[config.mk]
export PLATFORM = sky130hd
export DESIGN_NAME = spi_master_flat
export DESIGN_NICKNAME = d
export VERILOG_FILES = /design/src/rtl/spi_master_if.sv /design/src/rtl/spi_master.sv /design/src/flat_wrapper.sv
export SDC_FILE = /design/constraint.sdc
export NUM_CORES = 1
export LEC_CHECK = 0
export ABC_AREA = 1
export BUFFER_PORTS_ARGS = -buffer_cell sky130_fd_sc_hd__buf_2
export CAP_MARGIN = 20
export CELL_PAD_IN_SITES_DETAIL_PLACEMENT = 1
export CELL_PAD_IN_SITES_GLOBAL_PLACEMENT = 1
export CORE_ASPECT_RATIO = 0.6
export CORE_UTILIZATION = 40
export CTS_CLUSTER_SIZE = 20
export DETAILED_ROUTE_END_ITERATION = 6
export GPL_ROUTABILITY_DRIVEN = 1
export GPL_TIMING_DRIVEN = 0
export PLACE_DENSITY = 0.73
export SLEW_MARGIN = 20
export SYNTH_ARGS = -nofsm -noshare
export SYNTH_HDL_FRONTEND = slang
export SYNTH_SLANG_ARGS = --single-unit
[constraint.sdc]
create_clock -name clk -period 2.7 [get_ports clk]
set_clock_uncertainty 0.15 [all_clocks]
set_input_delay 0.135 -clock clk [delete_from_list [all_inputs] [get_ports clk]]
set_output_delay 0.135 -clock clk [all_outputs]
set_load 0.05 [all_outputs]
[src/rtl/spi_master_if.sv]
// Host and pin bundle for spi_master: start/tx_data/busy/done/rx_data plus the LOAD/SCLK/MOSI/MISO
// pins. The master modport is the controller's view; the slave modport is the driving side's view.
interface spi_master_if #(
   parameter int unsigned DATA_W = 8
);
   logic              start;
   logic [DATA_W-1:0] tx_data;
   logic              busy;
   logic              done;
   logic [DATA_W-1:0] rx_data;
   logic              LOAD;
   logic              SCLK;
   logic              MOSI;
   logic              MISO;

   modport master (
      input  start, tx_data, MISO,
      output busy, done, rx_data, LOAD, SCLK, MOSI
   );

   modport slave (
      output start, tx_data, MISO,
      input  busy, done, rx_data, LOAD, SCLK, MOSI
   );
endinterface

[src/rtl/spi_master.sv]
// System-clocked, MSB-first, full-duplex SPI master for the 8-bit LOAD/SCLK slave.
// Optional feature macro: SPI_MASTER_LOOPBACK_EN adds a loopback input that samples MOSI instead of MISO.
module spi_master #(
   parameter int unsigned DATA_W  = 8,
   parameter int unsigned CLK_DIV = 4
) (
   input logic          clk,
   input logic          rst,
   spi_master_if.master bus
`ifdef SPI_MASTER_LOOPBACK_EN
   ,
   input logic          loopback
`endif
);

   localparam int unsigned CntW = (CLK_DIV > 1) ? $clog2(CLK_DIV) : 1;
   localparam int unsigned BitW = (DATA_W > 1) ? $clog2(DATA_W) : 1;

   localparam logic [2:0] StIdle  = 3'd0;
   localparam logic [2:0] StLdLo  = 3'd1;
   localparam logic [2:0] StLdHi  = 3'd2;
   localparam logic [2:0] StBitLo = 3'd3;
   localparam logic [2:0] StBitHi = 3'd4;
   localparam logic [2:0] StEndLd = 3'd5;

   logic [2:0]        state_q, state_d;
   logic [CntW-1:0]   cnt_q, cnt_d;
   logic [BitW-1:0]   bit_cnt_q, bit_cnt_d;
   logic [DATA_W-1:0] tx_sr_q, tx_sr_d;
   logic [DATA_W-1:0] rx_sr_q, rx_sr_d;
   logic [DATA_W-1:0] rx_data_q, rx_data_d;
   logic              busy_q, busy_d;
   logic              done_q, done_d;
   logic              load_q, load_d;
   logic              sclk_q, sclk_d;
   logic              mosi_q, mosi_d;
   logic              phase_end;
   logic              rx_bit;

   assign phase_end = (cnt_q == CntW'(CLK_DIV - 1));

`ifdef SPI_MASTER_LOOPBACK_EN
   assign rx_bit = loopback ? mosi_q : bus.MISO;
`else
   assign rx_bit = bus.MISO;
`endif

   always_comb begin
      state_d   = state_q;
      cnt_d     = '0;
      bit_cnt_d = bit_cnt_q;
      tx_sr_d   = tx_sr_q;
      rx_sr_d   = rx_sr_q;
      rx_data_d = rx_data_q;
      busy_d    = busy_q;
      done_d    = 1'b0;
      load_d    = load_q;
      sclk_d    = sclk_q;
      mosi_d    = mosi_q;

      if (state_q != StIdle && !phase_end) begin
         cnt_d = cnt_q + CntW'(1);
      end

      case (state_q)
         StIdle: begin
            if (bus.start) begin
               tx_sr_d   = bus.tx_data;
               bit_cnt_d = '0;
               busy_d    = 1'b1;
               load_d    = 1'b0;
               state_d   = StLdLo;
            end
         end
         StLdLo: begin
            if (phase_end) begin
               load_d  = 1'b1;
               state_d = StLdHi;
            end
         end
         StLdHi: begin
            if (phase_end) begin
               load_d  = 1'b0;
               mosi_d  = tx_sr_q[DATA_W-1];
               state_d = StBitLo;
            end
         end
         StBitLo: begin
            if (phase_end) begin
               sclk_d  = 1'b1;
               state_d = StBitHi;
            end
         end
         StBitHi: begin
            // Slave shifts MISO only on the SCLK fall, so the first high cycle is safe to sample.
            if (cnt_q == '0) begin
               rx_sr_d = {rx_sr_q[DATA_W-2:0], rx_bit};
            end
            if (phase_end) begin
               sclk_d  = 1'b0;
               tx_sr_d = {tx_sr_q[DATA_W-2:0], 1'b0};
               if (bit_cnt_q == BitW'(DATA_W - 1)) begin
                  load_d  = 1'b1;
                  state_d = StEndLd;
               end else begin
                  mosi_d    = tx_sr_q[DATA_W-2];
                  bit_cnt_d = bit_cnt_q + BitW'(1);
                  state_d   = StBitLo;
               end
            end
         end
         StEndLd: begin
            // Stay here through the done cycle so a held start is taken one cycle later.
            if (done_q) begin
               state_d = StIdle;
            end else if (phase_end) begin
               rx_data_d = rx_sr_q;
               done_d    = 1'b1;
               busy_d    = 1'b0;
            end
         end
         default: begin
            state_d = StIdle;
         end
      endcase
   end

   always_ff @(posedge clk) begin
      if (rst) begin
         state_q   <= StIdle;
         cnt_q     <= '0;
         bit_cnt_q <= '0;
         tx_sr_q   <= '0;
         rx_sr_q   <= '0;
         rx_data_q <= '0;
         busy_q    <= 1'b0;
         done_q    <= 1'b0;
         load_q    <= 1'b1;
         sclk_q    <= 1'b0;
         mosi_q    <= 1'b0;
      end else begin
         state_q   <= state_d;
         cnt_q     <= cnt_d;
         bit_cnt_q <= bit_cnt_d;
         tx_sr_q   <= tx_sr_d;
         rx_sr_q   <= rx_sr_d;
         rx_data_q <= rx_data_d;
         busy_q    <= busy_d;
         done_q    <= done_d;
         load_q    <= load_d;
         sclk_q    <= sclk_d;
         mosi_q    <= mosi_d;
      end
   end

   assign bus.busy    = busy_q;
   assign bus.done    = done_q;
   assign bus.rx_data = rx_data_q;
   assign bus.LOAD    = load_q;
   assign bus.SCLK    = sclk_q;
   assign bus.MOSI    = mosi_q;

endmodule

[src/flat_wrapper.sv]
// flat-port wrapper written by rule: the top's interface ports become plain ports
module spi_master_flat 
#(
   parameter int unsigned DATA_W  = 8,
   parameter int unsigned CLK_DIV = 4
)
  (clk, rst, bus_start, bus_tx_data, bus_MISO, bus_busy, bus_done, bus_rx_data, bus_LOAD, bus_SCLK, bus_MOSI);
  spi_master_if #(.DATA_W(DATA_W)) bus_i ();
  input logic clk;
  input logic rst;
  input wire logic [$bits(bus_i.start)-1:0] bus_start;
  input wire logic [$bits(bus_i.tx_data)-1:0] bus_tx_data;
  input wire logic [$bits(bus_i.MISO)-1:0] bus_MISO;
  output wire logic [$bits(bus_i.busy)-1:0] bus_busy;
  output wire logic [$bits(bus_i.done)-1:0] bus_done;
  output wire logic [$bits(bus_i.rx_data)-1:0] bus_rx_data;
  output wire logic [$bits(bus_i.LOAD)-1:0] bus_LOAD;
  output wire logic [$bits(bus_i.SCLK)-1:0] bus_SCLK;
  output wire logic [$bits(bus_i.MOSI)-1:0] bus_MOSI;
  assign bus_i.start = bus_start;
  assign bus_i.tx_data = bus_tx_data;
  assign bus_i.MISO = bus_MISO;
  assign bus_busy = bus_i.busy;
  assign bus_done = bus_i.done;
  assign bus_rx_data = bus_i.rx_data;
  assign bus_LOAD = bus_i.LOAD;
  assign bus_SCLK = bus_i.SCLK;
  assign bus_MOSI = bus_i.MOSI;
  spi_master #(.DATA_W(DATA_W), .CLK_DIV(CLK_DIV)) u_core (.clk(clk), .rst(rst), .bus(bus_i));
endmodule
==> Yosys cells after proc, flatten, opt, wreduce, memory -nomap -nowiden <==
Index checks and enable logic that the tools add are counted.
{ "word_totals": {"reg_bits": 37, "input_bits": 12, "output_inout_bits": 13, "elab_cells": 84} }
{ "classes": {"addsub": 2, "eq_ne": 17, "mux": 30, "bitwise": 3, "reduce_logical": 21} }
{ "op_table": {"columns": ["cell", "n"], "rows": [
  ["$mux 3", 10],
  ["$pmux 3 s6", 1],
  ["$mux 8", 2],
  ["$pmux 8 s2", 1],
  ["$ne 2x1->1 const B", 7],
  ["$reduce_and 4->1", 3],
  ["$reduce_and 6->1", 2],
  ["$mux 1", 11],
  ["$eq 3x3->1 const B", 3],
  ["$reduce_and 3->1", 3],
  ["$reduce_bool 2->1", 4],
  ["$eq 3x2->1 const B", 2],
  ["$ne 2x2->1 const B", 3],
  ["$pmux 1 s2", 3],
  ["$pmux 3 s2", 1],
  ["$pmux 1 s4", 1],
  ["$reduce_bool 4->1", 1],
  ["$add 3x1->3 const B", 1],
  ["$eq 3x1->1 const B", 1],
  ["$logic_not 3->1", 1],
  ["$not 1->1", 3],
  ["$reduce_bool 3->1", 1],
  ["$reduce_or 3->1", 1],
  ["$add 2x1->2 const B", 1],
  ["6 further kinds", 6]
]} }

==> Longest topological paths before layout <==
Gate-level depths: netlist of run 1.
{ "depth": {"word_depth": 5, "depth_mapped": 8, "mapped_depth_nobuf": 8} }

==> Worst setup path before layout of run 1 <==
Ideal clock, no wire load.
{ "synth_timing": {"kind": "register to register", "startpoint": "register u_core.cnt_q[0]", "endpoint": "register u_core.load_q, in the netlist u_core.bus.LOAD", "setup_ns": 0.131, "arrival_ns": 1.276, "slack_ns": 1.143, "stages_incl_launch_ff": 9, "n_path_buf": 0, "synth_period_minus_slack_ns": 1.557, "cell_sequence": "dfxtp_1 -> ha_1 -> inv_2 -> nand3_1 -> nand2_2 -> nor2_4 -> nand2_1 -> nand2_1 -> nand3_1"} }
{ "synth_between": {"elab_chain_len": 3, "word_cells_on_any_way": 5, "cone_classes": "eq/ne: 4; reduce/logical: 1"} }
{ "synth_rtl": {"columns": ["item", "line", "text"], "rows": [
  ["from (decl)", "spi_master.sv:27", "logic [CntW-1:0] cnt_q, cnt_d;"],
  ["from (signal assigned)", "spi_master.sv:143", "cnt_q <= cnt_d;"],
  ["$eq 2x2->1 *", "spi_master.sv:40", "assign phase_end = (cnt_q == CntW'(CLK_DIV - 1));"],
  ["via u_core.phase_end", "spi_master.sv:37", "logic phase_end;"],
  ["$ne 2x1->1 (no line)", null, null],
  ["$reduce_and 6->1 (no line) *", null, null],
  ["to (signal assigned)", "spi_master.sv:150", "load_q <= load_d;"],
  ["to (decl)", "spi_master.sv:34", "logic load_q, load_d;"]
]} }
Mark *: on every way through the listed nets, which the timed path passes. The rest lies on a longest branch.
A chain may end at the register's enable or synchronous reset.

==> Worst setup path in the final report of run 1 <==
{ "layout_timing": {"startpoint": "register u_core.cnt_q[0]", "endpoint": "register u_core.state_q[1]"} }
{ "layout_between": {"elab_chain_len": 3, "word_cells_on_any_way": 6, "cone_classes": "eq/ne: 5; reduce/logical: 1"} }
{ "layout_rtl": {"columns": ["item", "line", "text"], "rows": [
  ["$eq 2x2->1 *", "spi_master.sv:40", null],
  ["via u_core.phase_end", "spi_master.sv:37", null],
  ["$ne 2x1->1 (no line)", null, null],
  ["$reduce_and 6->1 (no line) *", null, null],
  ["to (signal assigned)", "spi_master.sv:130", "state_q <= StIdle;"],
  ["to (signal assigned)", "spi_master.sv:142", "state_q <= state_d;"],
  ["to (decl)", "spi_master.sv:26", "logic [2:0] state_q, state_d;"]
]} }
Marks and branches as above.

==> results of run 1 <==
how the worst max path moves through the flow:
| stage | to | slack [ns] | cells past startpoint |
|---|---|---|---|
| after floorplan | u_core.bus.LOAD | 1.14 | 8 |
| after global placement | u_core.bus.LOAD | 0.95 | 8 |
| after detailed placement | u_core.bus.LOAD | 0.95 | 8 |
| after CTS | u_core.bus.LOAD | 0.93 | 8 |
| after global routing | u_core.bus.LOAD | 0.78 | 8 |
| final | u_core.state_q[1] | 0.94 | 8 |
worst max-delay path: stages, from the launching register on:
cell and delay [ns]:
dfxtp_1 0.36, ha_1 0.30, inv_2 0.16, nand3_1 0.12
nand2_2 0.12, nor2_4 0.22, nand3_1 0.10, nand2_1 0.08
nor2_1 0.05
power groups by stage:
stage | clock, W | combinational [W] | sequential (W)
6_report | 0.000392 | 0.000888 | 0.000709
3_5_place_dp | 0 | 0.000882 | 0.000721
2_1_floorplan | 0 | 0.000667 | 0.000746
3_3_place_gp | 0 | 0.000874 | 0.000719
4_1_cts | 0.000404 | 0.000892 | 0.000709
5_1_grt | 0.000428 | 0.00100 | 0.000720
synth_stat cells (all sizes together):
master,count
nand2,56
nor2,56
dfxtp,37
nand3,25
o21ai,21
a21oi,15
inv,11
buf,4
ha,4
clkbuf,3
clkinv,2
a31oi,1
final cells by class:
type	instances	share of cell area, %
Clock buffer	7	4.195
Timing Repair Buffer	27	7.295
Inverter	13	2.736
Sequential cell	37	35.99
Buffer	7	2.614
Tap cell	60	3.647
Multi-Input combinational cell	178	43.53
logic make-up (layout without fill, tap and decap cells):
logic type / count (synthesis) / in the layout / synth area share [%]
adders and majority gates: 4 / 4 / 2.865
AOI/OAI and AO/OA: 37 / 37 / 10.89
buffers and inverters: 20 / 54 / 6.303
and+or+nand+nor: 137 / 137 / 37.54
DFF: 37 / 37 / 42.41
state kept, by name, summed over array words and instances (netlist names):
| register | count |
|---|---|
| u_core.bit_cnt_q | 3 |
| u_core.bus.LOAD | 1 |
| u_core.bus.MOSI | 1 |
| u_core.bus.SCLK | 1 |
| u_core.bus.busy | 1 |
| u_core.bus.done | 1 |
| u_core.bus.rx_data | 8 |
| u_core.cnt_q | 2 |
| u_core.rx_sr_q | 8 |
| u_core.state_q | 3 |
| u_core.tx_sr_q | 8 |
per-layer routing:
metal,share of wire (%),track usage [%],wire [µm]
met5,0,0,0
met4,0.55,4.918,24
met3,3.5,5.148,151
met2,40,28.39,1719
met1,56,31.38,2447
stage by stage:
stage	utilization (%)	cells	hold WS, ns
after floorplan	-	235	0.05407
after global placement	46.86	319	0.2281
after detailed placement	46.86	319	0.2338
after CTS	49.67	329	0.01450
after global routing	49.67	329	0.03319
final	49.67	329	0.02106
==> results.sh, run 1 <==
export IMPL_outcome="complete, no violations"
export IMPL_worstPathRequired_ns=2.73
export IMPL_multi_input_area_um2=895.9
export IMPL_fmax_mhz=566.7
export IMPL_die_area_um2=4644
export IMPL_worst_pin_slew_ns=0.5202
export IMPL_critPathKind="reg -> reg"
export IMPL_initial_core_util_pct=42.15
export IMPL_min_to="u_core.bus.busy"
export IMPL_finalHoldViolations=0
export IMPL_clk_path_buf_depth=2
export IMPL_leakagePower_nw=0.9643
export IMPL_clk_latency_ns=0.28
export IMPL_critPathArrivalTime_ns=1.80
export IMPL_cts_resized=0
export IMPL_setup_viol=0
export IMPL_finalInstanceArea_um2=2058
export IMPL_maxSlewViolCount=0
export IMPL_nNetsFinal=285
export IMPL_hold_buffers=3
export IMPL_rr_endpoint="u_core.state_q[1]"
export IMPL_reg2reg_slack_ns=0.94
export IMPL_mostFrequentLayoutCells="nand2_1, nor2_1, dfxtp_1"
export IMPL_rsz0062_at_grt="no"
export IMPL_dp_slack_ns=0.9481
export IMPL_ys_ff_latch=37
export IMPL_cp_startpoint="u_core.cnt_q[0]"
export IMPL_die_w_um=87.31
export IMPL_drtIter0Drc=60
export IMPL_combinationalPowerShare_pct=44.6
export IMPL_startpoint_type="flop"
export IMPL_synth_avg_cell_area_um2=7.433
export IMPL_intPower_w=0.001127
export IMPL_grt_max_degree=11
export IMPL_htreeDepth=2
export IMPL_yosysUniqueCellTypes=23
export IMPL_powerDensity_nw_per_um2=966.4
export IMPL_via_per_inst=4.930
export IMPL_synth_top_cell_area_share_pct=42.41
export IMPL_post_cts_setup_buffers=0
export IMPL_grt_first_pass_wirelength_mm=6.989
export IMPL_first_pass_iters=4
export IMPL_cts_root_buf="clkbuf_8"
export IMPL_finalPower_w=0.001989
export IMPL_drive_above_1_share_pct=21.19
export IMPL_routed_wl_mm=4.343
export IMPL_netSwitchingPower_w=0.0008618
export IMPL_grt_antenna_before_repair=0
export IMPL_avgRoutedWirePerCell_um=13.20
export IMPL_syn_area_um2=1747
export IMPL_coreArea_um2=4144
export IMPL_cts_tree="done"
export IMPL_cp_max_fo=8
export IMPL_min_period_over_period_pct=65.35
export IMPL_reg2regPathDepth=8
export IMPL_global_route_usage_total_pct=20.65
export IMPL_numCtsBuffers=5
export IMPL_rr_startpoint="u_core.cnt_q[0]"
export IMPL_syn_inst=235
export IMPL_period_needed_ns=1.765
export IMPL_regArea_um2=740.7
export IMPL_maxCapViolations=0
export IMPL_area_growth_pct=17.84
export IMPL_io_pins=25
export IMPL_layout_setup_ws_ns=0.9355
export IMPL_synthTopCellsByArea="dfxtp_1, nand2_1, nor2_1"
export IMPL_fin_tns_setup_ns=0
export IMPL_via_count=1622
export IMPL_place_area_um2=1942
export IMPL_cts_clk_slew_worst_paths_ns=0.07
export IMPL_synth_top_area_cell="dfxtp_1"
export IMPL_pwr_share_clk_pct=19.7
export IMPL_grt_pass1_vias=1450
export IMPL_critPathCaptureType="flop"
export IMPL_hold_path_cell_count=3
export IMPL_hold_class="in -> reg"
export IMPL_grt_ovfl_total=0
export IMPL_die_h_um=53.19
export IMPL_pwr_share_seq_pct=35.6
export IMPL_peakVddDrop_uv=302.7
export IMPL_portBuffers=24
export IMPL_synth_seq_area_share_pct=42.41
export IMPL_hold_path_startpoint="bus_start"
export IMPL_place_hpwl_mm=3.198
export IMPL_synth_warnings=0
export IMPL_place_gp_congestion=0.7931
export IMPL_slew_headroom_pct=65.32
export IMPL_drc=0
export IMPL_layout_cells_most_common="nand2_1"
export IMPL_diodes=0
export IMPL_swShare_pct=43.32
export IMPL_antenna_left=0
export IMPL_rows=18
export IMPL_cts_sinks=37
export IMPL_fill_cells=569
export IMPL_syn_nets=251
(Power assumes the default switching activity.)
==> run 2, diff against run 1 <==
- CORE_UTILIZATION: 40 -> 37
- PLACE_DENSITY: 0.73 -> 0.71
- clock period: 2.7 -> 1.4 ns (I/O delays scaled with it)
==> run 2 against run 1 <==
- the run now ends with negative setup slack left
- flip-flop and latch count unchanged
- critical path depth unchanged
- clock-buffer cell count decreased by 1
- combinational power increased to 3.0 times the previous value
- first-iteration DRC count increased by 12%
- non-clock buffer count increased by 27
- sequential power increased by 110%
- power increased by 140%
- routed wire length increased by 35%
- fmax increased by 8.0%
- largest cell class unchanged
==> results.sh, run 2 (synthesis gave the netlist of run 1 again) <==
export IMPL_rsz0062_at_grt="yes"
export IMPL_fin_tns_setup_ns=-3.549
export IMPL_crit_family="simple AND/OR/NAND/NOR gates"
export IMPL_top_usage_layer="met2"
export IMPL_critPathArrivalTime_ns=1.70
export IMPL_finalNonFillerCells=359
export IMPL_max_stage_delay_ns=0.41
export IMPL_routed_wl_mm=5.881
export IMPL_maxCapViolations=0
export IMPL_grt_max_degree=12
export IMPL_utilization_pct=58.88
export IMPL_place_gp_congestion=0.7932
export IMPL_outcome="finished, violations left"
export IMPL_layout_cells_most_common="nand2_1"
export IMPL_worstPathCellList="nor2_4 > buf_4 > buf_4 > nand3_2 > nand2_2 > nor2_4 > nand3_1 > a21oi_1"
export IMPL_first_pass_iters=4
export IMPL_antenna_left=0
export IMPL_powerDensity_nw_per_um2=1911
export IMPL_grt_first_pass_wirelength_mm=8.093
export IMPL_crit_path_top_delay_cell="dfxtp_4"
export IMPL_drive_above_1_share_pct=39.13
export IMPL_startpoint_type="flop"
export IMPL_clk_latency_ns=0.29
export IMPL_clk_path_buf_depth=2
export IMPL_finalHoldViolations=0
export IMPL_placed_cells=319
export IMPL_cts_clk_slew_worst_paths_ns=0.08
export IMPL_setup_viol=34
export IMPL_area_growth_pct=45.77
export IMPL_die_w_um=90.70
export IMPL_violations="negative setup slack"
export IMPL_leakagePower_nw=1.152
export IMPL_drc=0
export IMPL_via_per_inst=5.011
export IMPL_min_period_over_period_pct=116.7
export IMPL_die_h_um=55.22
export IMPL_grt_pass1_vias=1653
export IMPL_fill_cells=553
export IMPL_numCtsBuffers=5
export IMPL_layout_setup_ws_ns=-0.2338
export IMPL_use_met3_pct=4.132
export IMPL_nNetsFinal=314
export IMPL_diodes=0
export IMPL_worst_pin_slew_ns=0.5647
export IMPL_peakVddDrop_uv=688.6
export IMPL_use_met1_pct=29.76
export IMPL_hold_class="in -> reg"
export IMPL_rows=18
export IMPL_cts_tree="done"
export IMPL_slew_headroom_pct=62.36
export IMPL_die_area_um2=5008
export IMPL_cts_sinks=37
export IMPL_io_pins=25
export IMPL_dp_slack_ns=-0.2672
export IMPL_worstPathRequired_ns=1.46
export IMPL_met2_usage_pct=31.93
export IMPL_global_route_usage_total_pct=20.65
export IMPL_critPathKind="reg -> reg"
export IMPL_maxSlewViolCount=0
export IMPL_drtIter0Drc=67
export IMPL_fmax_mhz=612.1
export IMPL_coreArea_um2=4324
export IMPL_place_hpwl_mm=3.291
export IMPL_grt_antenna_before_repair=0
export IMPL_period_needed_ns=1.634
export IMPL_portBuffers=24
export IMPL_cp_max_fo=6
export IMPL_critPathCaptureType="flop"
export IMPL_avgRoutedWirePerCell_um=16.38
export IMPL_cp_num_buf_inv=2
export IMPL_htreeDepth=2
export IMPL_via_count=1799
export IMPL_cts_root_buf="clkbuf_8"
export IMPL_initial_core_util_pct=40.39
export IMPL_mostFrequentLayoutCells="nand2_1, nor2_1, dfxtp_1"
export IMPL_grt_ovfl_total=0
-- run 2: cell count changes in the layout (fill, tap and decap cells not counted), moves of 4 or more --
| cell | delta |
|---|---|
| o21ai_2 | +6 |
| dfxtp_1 | -6 |
| dlygate4sd3_1 | +7 |
| nand3_2 | +5 |
| buf_4 | +14 |
| dfxtp_4 | +4 |
| nand3_1 | -7 |
| nor2_1 | -8 |
| o21ai_0 | -9 |
| nor2_2 | +8 |
-- run 2: timing repair --
item | CTS | global route
hold buffers | 10 | 0
endpoints found under the setup margin | 33 | 34
gates resized for setup | 31 | 36
hold endpoints to repair | 11 | 0
setup buffers | 9 | 11
cloned | 1 | 2
pin swaps | 7 | 11
-- run 2: where the power goes --
group | switching, W | leakage (nW) | internal [W]
sequential | 0.000216 | 0.305 | 0.00126
clock | 0.000406 | 0.0450 | 0.000346
combinational | 0.00154 | 0.803 | 0.00109
total | 0.00217 | 1.15 | 0.00270
-- run 2: per-layer routing --
metal  vias up  routed length, µm
li1        891                  -
met1       869               2906
met2        28               2690
met3        11                184
met4         0                100
met5         -                  0
-- run 2: stage by stage --
step | hold slack [ns] | area [µm²] | power (W)
floorplan | -0.01093 | 1765 | 0.002744
global placement | 0.1751 | 1961 | 0.003089
detailed placement | 0.1859 | 1961 | 0.003126
CTS | 0.01649 | 2292 | 0.004148
global route | 0.06378 | 2546 | 0.005143
finish | 0.02258 | 2546 | 0.004865
-- run 2: worst min-delay path: cells and delay by family --
kind	cells	cell delay [ns]
AOI/OAI and AO/OA	1	0.06
buffers and inverters	1	0.08
and+or+nand+nor	3	0.21
-- run 2: area by class of cell --
cell class,instances,area [µm²],share of cell area (%)
multi-input combinational,180,1076,42.26
sequential,37,758.2,29.78
timing repair buffer,55,426.7,16.76
inverter,13,81.33,3.194
tap,60,75.07,2.948
clock buffer,6,72.57,2.850
buffer,6,46.29,1.818
clock inverter,2,10.01,0.3931
-- run 2: path summary, 6_finish.rpt --
check                    start             endpoint  slack, ns  cells past startpoint
min             bus_tx_data[1]    u_core.tx_sr_q[1]       0.02                      5
max          u_core.state_q[0]  u_core.bit_cnt_q[2]      -0.23                      8
max reg2reg  u_core.state_q[0]  u_core.bit_cnt_q[2]      -0.23                      8
min reg2reg    u_core.cnt_q[0]      u_core.cnt_q[0]       0.30                      1
